[src/rtl/gate_slew_ctrl.sv]
// Gate-period divider with AXI-S slew commands for fine phase steering.
// Each signed command shortens or lengthens that many gate periods by DELTA cycles.
module gate_slew_ctrl #(
    parameter int DIV_GATE              = 2000000,
    parameter int DIV_GATE_INCDEC_DELTA = DIV_GATE / 2000,
    parameter int SLEW_BYTES            = 4
) (
    input  logic                      i_clk_gate,
    input  logic                      rst_gate,
    input  logic [7:0]                i_s_axis_tdata,
    input  logic                      i_s_axis_tvalid,
    output logic                      o_s_axis_tready,
    input  logic                      i_s_axis_tlast,
    input  logic                      i_abort,
    output logic                      o_gate_pulse,
    output logic [8*SLEW_BYTES-1:0]   o_slew_remaining,
    output logic                      o_busy,
    output logic                      o_frame_err
);

    localparam int SW = 8 * SLEW_BYTES;
    localparam int EW = SW + 2;
    localparam int CW = $clog2(DIV_GATE + DIV_GATE_INCDEC_DELTA);
    localparam int IW = (SLEW_BYTES > 1) ? $clog2(SLEW_BYTES) : 1;

    localparam logic [CW-1:0] LD_NOM  = CW'(DIV_GATE - 1);
    localparam logic [CW-1:0] LD_FAST = CW'(DIV_GATE - 1 - DIV_GATE_INCDEC_DELTA);
    localparam logic [CW-1:0] LD_SLOW = CW'(DIV_GATE - 1 + DIV_GATE_INCDEC_DELTA);
    localparam logic [IW-1:0] IDX_LAST = IW'(SLEW_BYTES - 1);

    localparam logic signed [EW-1:0] SAT_MAX = {{3{1'b0}}, {(SW-1){1'b1}}};
    localparam logic signed [EW-1:0] SAT_MIN = {{3{1'b1}}, {(SW-1){1'b0}}};

    typedef enum logic {
        RX    = 1'b0,
        DRAIN = 1'b1
    } rx_state_t;

    rx_state_t state;
    rx_state_t state_nxt;

    logic [CW-1:0]        cnt;
    logic [CW-1:0]        cnt_nxt;
    logic signed [SW-1:0] rem;
    logic signed [SW-1:0] rem_nxt;
    logic                 step_up;
    logic                 step_dn;
    logic                 step_up_nxt;
    logic                 step_dn_nxt;
    logic                 pend;
    logic                 pend_nxt;
    logic [SW-1:0]        cmd;
    logic [SW-1:0]        frame_buf;
    logic [SW-1:0]        assembled;
    logic [IW-1:0]        idx;
    logic                 up;
    logic                 busy;

    logic                 boundary;
    logic                 accept;
    logic                 byte_last;
    logic                 frame_done;
    logic                 frame_err;
    logic                 store_byte;

    logic signed [EW-1:0] rem_ext;
    logic signed [EW-1:0] cmd_ext;
    logic signed [EW-1:0] step_val;
    logic signed [EW-1:0] sum;
    logic signed [SW-1:0] rem_sat;
    logic signed [SW-1:0] rem_bnd;

    assign boundary  = (cnt == '0);
    assign byte_last = (idx == IDX_LAST);

    // Ready is held low through reset and for one cycle after release.
    assign o_s_axis_tready = up & ((state == DRAIN) | ~pend);
    assign accept          = i_s_axis_tvalid & o_s_axis_tready;

    assign o_gate_pulse     = boundary;
    assign o_slew_remaining = rem;
    assign o_busy           = busy;
    assign o_frame_err      = frame_err;

    // Deserializer state register
    always_ff @(posedge i_clk_gate or posedge rst_gate) begin
        if (rst_gate) begin
            state <= RX;
        end else begin
            state <= state_nxt;
        end
    end

    // Deserializer next state
    always_comb begin
        state_nxt = state;
        if (i_abort) begin
            state_nxt = RX;
        end else if (accept) begin
            unique case (state)
                RX: begin
                    if (byte_last && !i_s_axis_tlast) begin
                        state_nxt = DRAIN;
                    end
                end
                DRAIN: begin
                    if (i_s_axis_tlast) begin
                        state_nxt = RX;
                    end
                end
                default: state_nxt = RX;
            endcase
        end
    end

    // Deserializer outputs
    always_comb begin
        frame_err  = 1'b0;
        frame_done = 1'b0;
        store_byte = 1'b0;
        if (accept && !i_abort) begin
            unique case (state)
                RX: begin
                    store_byte = 1'b1;
                    frame_err  = i_s_axis_tlast & ~byte_last;
                    frame_done = i_s_axis_tlast & byte_last;
                end
                DRAIN: begin
                    frame_err = i_s_axis_tlast;
                end
                default: begin
                    frame_err = 1'b0;
                end
            endcase
        end
    end

    always_ff @(posedge i_clk_gate or posedge rst_gate) begin
        if (rst_gate) begin
            idx       <= '0;
            frame_buf <= '0;
        end else if (i_abort) begin
            idx <= '0;
        end else if (store_byte) begin
            for (int i = 0; i < SLEW_BYTES; i++) begin
                if (idx == IW'(i)) begin
                    frame_buf[8*i +: 8] <= i_s_axis_tdata;
                end
            end
            if (i_s_axis_tlast || byte_last) begin
                idx <= '0;
            end else begin
                idx <= idx + IW'(1);
            end
        end
    end

    // Final byte lands directly in the top slot of the command word.
    always_comb begin
        assembled = frame_buf;
        assembled[SW-1 -: 8] = i_s_axis_tdata;
    end

    always_comb begin
        rem_ext  = $signed({{2{rem[SW-1]}}, rem});
        cmd_ext  = pend ? $signed({{2{cmd[SW-1]}}, cmd}) : '0;
        step_val = step_up ? EW'(1) : (step_dn ? '1 : '0);
        sum      = rem_ext - step_val + cmd_ext;
        if (sum > SAT_MAX) begin
            rem_sat = {1'b0, {(SW-1){1'b1}}};
        end else if (sum < SAT_MIN) begin
            rem_sat = {1'b1, {(SW-1){1'b0}}};
        end else begin
            rem_sat = sum[SW-1:0];
        end
        rem_bnd = i_abort ? '0 : rem_sat;
    end

    // Period counter and slew bookkeeping next values
    always_comb begin
        cnt_nxt     = cnt - CW'(1);
        rem_nxt     = rem;
        step_up_nxt = step_up;
        step_dn_nxt = step_dn;
        if (boundary) begin
            rem_nxt     = rem_bnd;
            step_up_nxt = ~rem_bnd[SW-1] & (|rem_bnd);
            step_dn_nxt = rem_bnd[SW-1];
            unique case (1'b1)
                step_up_nxt: cnt_nxt = LD_FAST;
                step_dn_nxt: cnt_nxt = LD_SLOW;
                default:     cnt_nxt = LD_NOM;
            endcase
        end else if (i_abort) begin
            rem_nxt     = '0;
            step_up_nxt = 1'b0;
            step_dn_nxt = 1'b0;
        end
    end

    // A frame finishing on the boundary cycle survives the boundary clear.
    always_comb begin
        pend_nxt = pend;
        if (frame_done) begin
            pend_nxt = 1'b1;
        end else if (boundary || i_abort) begin
            pend_nxt = 1'b0;
        end
    end

    always_ff @(posedge i_clk_gate or posedge rst_gate) begin
        if (rst_gate) begin
            cnt     <= LD_NOM;
            rem     <= '0;
            step_up <= 1'b0;
            step_dn <= 1'b0;
            pend    <= 1'b0;
            cmd     <= '0;
            up      <= 1'b0;
            busy    <= 1'b0;
        end else begin
            cnt     <= cnt_nxt;
            rem     <= rem_nxt;
            step_up <= step_up_nxt;
            step_dn <= step_dn_nxt;
            pend    <= pend_nxt;
            up      <= 1'b1;
            busy    <= (|rem_nxt) | pend_nxt;
            if (frame_done) begin
                cmd <= assembled;
            end
        end
    end

endmodule

[config.mk]
export PLATFORM = sky130hd
export DESIGN_NAME = gate_slew_ctrl
export DESIGN_NICKNAME = d
export VERILOG_FILES = /design/src/rtl/gate_slew_ctrl.sv
export SDC_FILE = /design/constraint.sdc
export NUM_CORES = 1
export LEC_CHECK = 0
export ABC_CLOCK_PERIOD_IN_PS = 12700
export BUFFER_PORTS_ARGS = -buffer_cell sky130_fd_sc_hd__buf_2
export CAP_MARGIN = 20
export CORE_UTILIZATION = 45
export CTS_CLUSTER_DIAMETER = 120
export DETAILED_ROUTE_END_ITERATION = 7
export GPL_TIMING_DRIVEN = 0
export PLACE_DENSITY = 0.73
export SYNTH_ARGS = -nofsm -noshare
export SYNTH_HDL_FRONTEND = slang
export SYNTH_SLANG_ARGS = --single-unit
[constraint.sdc]
create_clock -name i_clk_gate -period 12.7 [get_ports i_clk_gate]
set_clock_uncertainty 0.2 [all_clocks]
set_input_delay 1.27 -clock i_clk_gate [delete_from_list [all_inputs] [get_ports i_clk_gate]]
set_output_delay 1.27 -clock i_clk_gate [all_outputs]
set_load 0.05 [all_outputs]
== Yosys cells after proc, flatten, opt, wreduce, memory -nomap -nowiden ==
Index checks and enable logic that the tools add are counted.
Word-level totals
  flip-flop bits (word level): 117
  word-level logic and storage cells: 79
Cells by class
  add/subtract/negate cells: 4
  magnitude comparators: 2
  eq/ne operators: 3
  multiplexer cells: 29
  bitwise gates (word level): 12
  reductions and logical operators: 16
Operator list (number)
  32-bit 2-to-1 mux: 5
  34-bit 2-to-1 mux: 3
  32-bit OR reduction: 2
  34-bit adder: 1
  34-bit by 32-bit greater-than comparator with 1-bit output (second input constant): 1
  34-bit by 32-bit < comparator with 1-bit output (second input constant): 1
  32-bit by 34-bit subtractor with 34-bit output: 1
  12-bit one-hot mux with 2 select lines: 1
  21-bit logical NOT: 1
  21-bit 2-to-1 mux: 1
  21-bit by 1-bit subtractor with 21-bit output (second input constant): 1
  1-bit 2-to-1 mux: 14
  3-bit AND reduction: 3
  2-bit 2-to-1 mux: 3
  2-bit nonzero test: 3
  1-bit bitwise AND: 5
  1-bit inverter: 5
  2-bit equality test (second input constant): 2
  1-bit one-hot mux with 2 select lines: 2
  2-bit by 1-bit adder with 2-bit output (second input constant): 1
  2-bit by 1-bit equality test with 1-bit output (second input constant): 1
  1-bit logical AND: 2
  1-bit logical NOT: 2
  2-bit logical NOT: 1
  2 further kinds: 4

== Logic depth before layout (Yosys ltp) ==
Gate-level depths: netlist of run 1.
  depth in word-level cells: 12
  mapped depth: 21

== Least setup slack after synthesis of run 1 ==
Ideal clock, no wire load.
  path kind: reg-to-reg
  from: register step_up
  to: register busy, in the netlist o_busy
  data arrival time: 5.320 ns
  slack: 7.041 ns
  stages on the path, launching flop included: 18
  buffers on the path: 1
  clock period less this slack: 5.659 ns
  path through: dfrtp_1 nand2b_1 inv_1 fa_1 inv_1 ha_1 buf_2 a21oi_2 a21boi_0 a311o_1 o32a_1 or4_4 a32oi_2 o22ai_1 a22o_1 or3b_1 and4bb_1 nand4_1
On the way
  longest elaborated chain between the ends: 10
  elaborated cells on any way between the ends: 11
  those cells by class: 2 x add/sub; 2 x order compare; 5 x mux; 1 x bitwise; 1 x reduce/logical
RTL lines
  from (decl): line 46  | logic step_up;
  from (signal assigned): line 224  | step_up <= step_up_nxt;
  34-bit 2-to-1 mux (*): line 167  | step_val = step_up ? EW'(1) : (step_dn ? '1 : '0);
  32-bit by 34-bit subtractor with 34-bit output (*): line 168  | sum = rem_ext - step_val + cmd_ext;
  34-bit adder (*): line 168
  34-bit by 32-bit < comparator with 1-bit output: line 171  | end else if (sum < SAT_MIN) begin
  32-bit 2-to-1 mux: line 171
  32-bit 2-to-1 mux (*): line 169  | if (sum > SAT_MAX) begin
  32-bit 2-to-1 mux (*): line 176  | rem_bnd = i_abort ? '0 : rem_sat;
  32-bit 2-to-1 mux (*): line 185  | if (boundary) begin
  net rem_nxt[20]: line 45  | logic signed [SW-1:0] rem_nxt;
  32-bit OR reduction (*): line 228  | busy <= (|rem_nxt) | pend_nxt;
  1-bit OR (*): line 228
  to (signal assigned): line 228
  to (decl): line 57  | logic busy;
Mark *: on every way through the listed nets, which the timed path passes. The rest lies on a longest branch.
A chain may end at the register's enable or synchronous reset.

== Worst setup path after layout of run 1 ==
  from: register step_up
  to: register busy, in the netlist o_busy
On the way
  longest elaborated chain between the ends: 10
  elaborated cells on any way between the ends: 11
  those cells by class: 2 x add/sub; 2 x order compare; 5 x mux; 1 x bitwise; 1 x reduce/logical
RTL lines (line)
  34-bit 2-to-1 mux (*): 167
  32-bit by 34-bit subtractor with 34-bit output (*): 168
  34-bit adder (*): 168
  34-bit by 32-bit < comparator with 1-bit output: 171
  32-bit 2-to-1 mux: 171
  32-bit 2-to-1 mux (*): 169
  32-bit 2-to-1 mux (*): 176
  32-bit 2-to-1 mux (*): 185
  32-bit OR reduction (*): 228
  1-bit OR (*): 228
Every way passes the cells marked *; elsewhere a longest branch is shown, timed or not.

==> results.toml, run 1 <==
[run_status]
status = "finished clean"

[global_routing]
grt_pass1_vias = 6831
grt_overflow_total = 0
antenna_found_initial = 0
grtUsageTotal_pct = 26.68
grt_first_pass_wirelength_mm = 39.19
grt_max_degree = 82

[power]
p_sw_share_pct = 22.15
p_leak_uw = 0.004819
p_int_uw = 737.3
p_sw_uw = 209.8
seq_power_share_pct = 41.8
comb_power_share_pct = 3.7
ir_worst_vdd_mv = 0.1386
powerDensity_nw_per_um2 = 97.21
p_clk_share_pct = 54.6

[synth]
async_flop_share_pct = 100.0
yosys_warnings = 0
netlist_instances = 931
ys_types = 80
synth_area_um2 = 8523
yosysTopAreaCell = "dfrtp_1"
synth_enable_flop_cells = 0
yosysSeqAreaShare_pct = 34.54
yosysTopAreaCellShare_pct = 30.53
synth_top_flop_cell = "dfrtp_1"
ys_seq_elements = 117
syn_nets = 1015
syn_area_per_cell_um2 = 9.155
synth_area_leaders = "dfrtp_1, mux2_2, fa_1, ha_1, inv_1"

[setup_path]
path_class = "flip-flop to flip-flop"
start_kind = "flip-flop"
crit_fanout = 18
cpMostUsedCell = "nand4_1"
cp-end-kind = "flip-flop"
worstPathRequired_ns = 12.76
crit_arrival_ns = 6.26
slowest_stage = "o21ai_0"
max_stage_delay_ns = 0.44
worstPathCellList = "nand2b_1 > inv_2 > buf_12 > fa_1 > inv_1 > ha_1 > clkbuf_1 > nand4_1 > nor2_1 > nand4_1 > o221ai_1 > mux2_2 > a21oi_1 > o21ai_0 > a211oi_1 > or3b_1 > and4bb_1 > nand4_1"

[timing]
tightest_slew_ns = 0.9118
fin_tns_setup_ns = 0
rsz0062_at_grt = "no"
holdWs_ns = 0.2770
setup_violations = 0
slew_headroom_pct = 38.44
maxSlewViolCount = 0
final.period_utilization_pct = 48.82
min_period_ns = 6.200
final-hold-violation-count = 0
fmax_mhz = 161.3

[layout]
final_cell_mix = "inv_1, dfrtp_1, nand2_1"
syn2layout_area_growth_pct = 14.30
num-fill-cells = 1666
layout-drive-gt1-share_pct = 17.47
final_common_cell = "inv_1"
layout.nets = 1084
diodes = 0
finish.utilization_pct = 53.32

[place]
place_hpwl_mm = 19.31
gp_congestion = 0.9362
io_buffers = 48

[clock_tree]
path_clk_slew_ns = 0.06
cts_hold_buf = 0
clock-sinks = 117
cts_resized = 0
cts_max_level = 4
cts_buffer_depth = 2
clk_latency_ns = 0.43
cts_setup_buffers = 0
cts_buffers = 17
ctsRootBufferMaster = "clkbuf_16"
tritoncts = "built"

[drt]
num_vias = 7297
detail_route.iter0.violations = 656
routed_wl_mm = 24.93
dr.pass1.iters = 5
drc = 0
vias_per_cell = 5.875
ant_nets = 0
detail_route.wl_per_cell_um = 20.07

[floorplan]
boundaryPins = 49
core-area_um2 = 18270
start_util_pct = 46.65
row_count = 49
die_w_um = 139.6
dieArea_um2 = 19500
die_h_um = 139.6

[flow_run]
drv_cap = 0

[hold_path]
worstHoldPathType = "flip-flop to flip-flop"
Yosys cell counts (4+ instances only):
master     instances
buf_2              8
o21ai_1            5
and2_1             5
clkbuf_1          31
and3_1             8
a21o_1            18
nor3_1            20
o21a_1            10
o211ai_1           7
nand4_1           14
a21boi_0           6
o2111ai_1          5
nand3b_1           4
a22o_1             4
xnor2_1           20
nand3_1           14
a31oi_1            6
a21oi_1           58
nand2b_1          11
a221oi_1           5
inv_1            113
o31ai_1            7
dfrtp_1          104
xor2_1            16
a2111oi_0          4
a211oi_1          16
fa_1              32
ha_1              39
nor4_1             8
mux2_2            58
o22ai_1            5
o21ai_0           36
dfstp_2           13
nand2_1           93
or3_1             11
nor2_1            50
registers in the layout, indices dropped and copies added (netlist names):
name,cells
cmd,32
o_busy,1
step_dn,1
cnt,21
step_up,1
frame_buf,24
o_slew_remaining,32
pend,1
state,1
up,1
idx,2
worst max-delay path: cells and delay by family (launching register included):
family / cells / cell delay, ns
AND/OR/NAND/NOR: 7 / 1.77
AO/OA/AOI/OAI: 4 / 1.54
adder cells (fa/ha/maj): 2 / 0.59
flip-flops: 1 / 0.38
multiplexers: 1 / 0.41
buffers and inverters: 4 / 1.13
metrics by stage:
stage	worst slack (ns)	instances	area [um^2]	total power (uW)
after floorplan	7.041	931	8523	421.8
after global routing	6.094	1242	9742	971.8
final	6.500	1242	9742	947.0
after global placement	5.682	1208	9050	432.3
after CTS	6.582	1242	9742	949.6
after detailed placement	6.583	1210	9102	435.7
cells by family (layout without fill, tap and decap cells):
family          count (synthesis)  in the layout  synth area share (%)
compound gates                225            225                 18.03
flops                         117            117                 34.54
buf+inv                       157            239                 7.208
xor+xnor                       36             36                 3.699
mux                            61             61                 8.015
fa+ha+maj                      71             71                 13.24
other cells                     1              1               0.04400
simple gates                  263            263                 15.22
power by group through the flow:
| stage | Clock, uW | Sequential [uW] | Combinational [uW] |
|---|---|---|---|
| 2_1_floorplan | 0 | 399 | 23.2 |
| 3_3_place_gp | 0 | 400 | 31.8 |
| 3_5_place_dp | 0 | 401 | 34.4 |
| 4_1_cts | 519 | 396 | 35.1 |
| 5_1_grt | 536 | 397 | 38.4 |
| 6_report | 517 | 396 | 34.7 |
final cells by class:
type | instances | area (um^2) | area share [%]
clock buffer | 18 | 439.2 | 4.508
timing repair buffer | 50 | 287.8 | 2.954
multi-input combinational | 657 | 4965 | 50.96
clock inverter | 14 | 200.2 | 2.055
sequential | 117 | 2944 | 30.22
tap | 229 | 286.5 | 2.941
buffer | 44 | 190.2 | 1.952
inverter | 113 | 429.2 | 4.405
final timing paths:
| check | cells after the start | from | slack, ns | end |
|---|---|---|---|---|
| max reg2reg | 18 | step_up | 6.50 | o_busy |
| max | 18 | step_up | 6.50 | o_busy |
| min | 1 | cnt[0] | 0.28 | cnt[0] |
| max in group asynchronous | 3 | rst_gate | 10.95 | cnt[4] |
| min in group asynchronous | 2 | rst_gate | 0.64 | cnt[7] |
| min reg2reg | 1 | cnt[0] | 0.28 | cnt[0] |
metal layers:
layer / vias up / track usage, % / part of all wire, %
met5: - / 0 / 0
met4: 0 / 10.58 / 3.2
met3: 49 / 5.884 / 7.5
met2: 314 / 40.07 / 44
met1: 3533 / 37.45 / 45
li1: 3401 / - / -
Note: power is estimated with default switching activity, not from simulation.
==> run 2: changes to the inputs <==
Settings changed: ABC_CLOCK_PERIOD_IN_PS 12700 to 6400.
Clock period 12.7 ns to 6.4 ns, I/O delays scaled along.
==> results.toml, run 2 (synthesis gave the netlist of run 1 again) <==
[place]
io_buffers = 48
place_hpwl_mm = 19.31
place_inst = 1210
gp_congestion = 0.9362
dp_slack_ns = 0.2831
dpl_cell_area_um2 = 9102

[global_routing]
grt_first_pass_wirelength_mm = 39.19
antenna_found_initial = 0
grt_overflow_total = 0
grt_max_degree = 82
grt_pass1_vias = 6831
grtUsageTotal_pct = 26.68

[floorplan]
row_count = 49
dieArea_um2 = 19500
boundaryPins = 49
start_util_pct = 46.65
die_w_um = 139.6
core-area_um2 = 18270
die_h_um = 139.6

[drt]
routed_wl_mm = 24.94
dr.pass1.iters = 5
detail_route.wl_per_cell_um = 20.08
drc = 0
detail_route.iter0.violations = 622
vias_per_cell = 5.862
ant_nets = 0
num_vias = 7281

[timing]
maxSlewViolCount = 0
final.period_utilization_pct = 93.98
tightest_slew_ns = 0.8481
slew_headroom_pct = 43.34
setup_violations = 0
rsz0062_at_grt = "no"
fmax_mhz = 166.3
final-hold-violation-count = 0
setup_ws_ns = 0.3852
holdWs_ns = 0.01098
min_period_ns = 6.015

[clock_tree]
cts_hold_buf = 0
cts_resized = 0
clk_latency_ns = 0.43
cts_setup_buffers = 0
ctsRootBufferMaster = "clkbuf_16"
clock-sinks = 117
path_clk_slew_ns = 0.06
cts_buffers = 17
tritoncts = "built"
cts_buffer_depth = 2
cts_max_level = 4

[hold_path]
worstHoldPathType = "input port to asynchronous set/reset pin"

[layout]
layout-drive-gt1-share_pct = 17.67
final_cell_mix = "inv_1, dfrtp_1, nand2_1"
layout.nets = 1084
finish.utilization_pct = 53.38
finish.instance_area_um2 = 9752
syn2layout_area_growth_pct = 14.42
instances_no_fill = 1242
diodes = 0
final_common_cell = "inv_1"

[setup_path]
path_class = "flip-flop to flip-flop"
start_kind = "flip-flop"
crit_fanout = 10
crit_arrival_ns = 6.16
worstRegToRegCells = 18
worstPathRequired_ns = 6.55
cp-end-kind = "flip-flop"

[run_status]
status = "finished clean"

[flow_run]
drv_cap = 0

[power]
p_leak_uw = 0.004823
ir_worst_vdd_mv = 0.2755
powerDensity_nw_per_um2 = 192.7
[run 2: cell counts in the layout (fill, tap and decap cells not counted)]
Identical to the previous run, type by type.
[run 2: layout make-up]
| class | count | area, um^2 |
|---|---|---|
| multi-input cells | 657 | 4975 |
| clock buffers | 18 | 439.2 |
| well taps | 229 | 286.5 |
| clock inverters | 14 | 200.2 |
| flip-flops and latches | 117 | 2944 |
| plain buffers | 44 | 190.2 |
| fillers | 1666 | 8518 |
| repair buffers | 50 | 287.8 |
| inverters | 113 | 429.2 |
[run 2: where the power goes]
part	switching [uW]	total, uW	internal [uW]	leakage (uW)
clock	361	1030	664	0.000303
combinational	40.1	68.9	28.8	0.00297
sequential	15.2	785	770	0.00155
total	417	1880	1460	0.00482
[run 2: final timing paths]
path,to,startpoint,slack (ns)
max,o_busy,pend,0.39
min,cnt[7],rst_gate,0.01
max reg2reg,o_busy,pend,0.39
min reg2reg,cnt[0],cnt[0],0.28
max in group asynchronous,cnt[4],rst_gate,5.28
min in group i_clk_gate,state,i_s_axis_tlast,0.25
[run 2: critical path, cell delays in order (launching register included)]
cell and delay, ns:
dfrtp_1 0.32, clkbuf_1 0.30, clkbuf_1 0.37, nand2_1 0.23
fa_1 0.52, inv_1 0.04, ha_1 0.26, clkbuf_1 0.29
a21oi_1 0.19, a21o_1 0.22, nor4b_1 0.51, o2111ai_1 0.30
a221oi_4 0.55, a21oi_2 0.15, o21ai_0 0.69, nor2_1 0.11
a211oi_1 0.40, nor4_1 0.12, nand4_1 0.15
[run 2: metrics by stage]
stage          power (uW)  TNS (ns)
2_1_floorplan       836.9         0
3_3_place_gp        857.8    -4.561
3_5_place_dp        864.7         0
4_1_cts              1884         0
5_1_grt              1928         0
6_report             1879         0
[run 2: per-layer routing]
metal	global-route usage, %	part of all wire [%]	routed length (um)
met2	40.07	44	11060
met3	5.884	8.7	2162
met1	37.45	44	10870
met4	10.58	3.4	845
met5	0	0	0
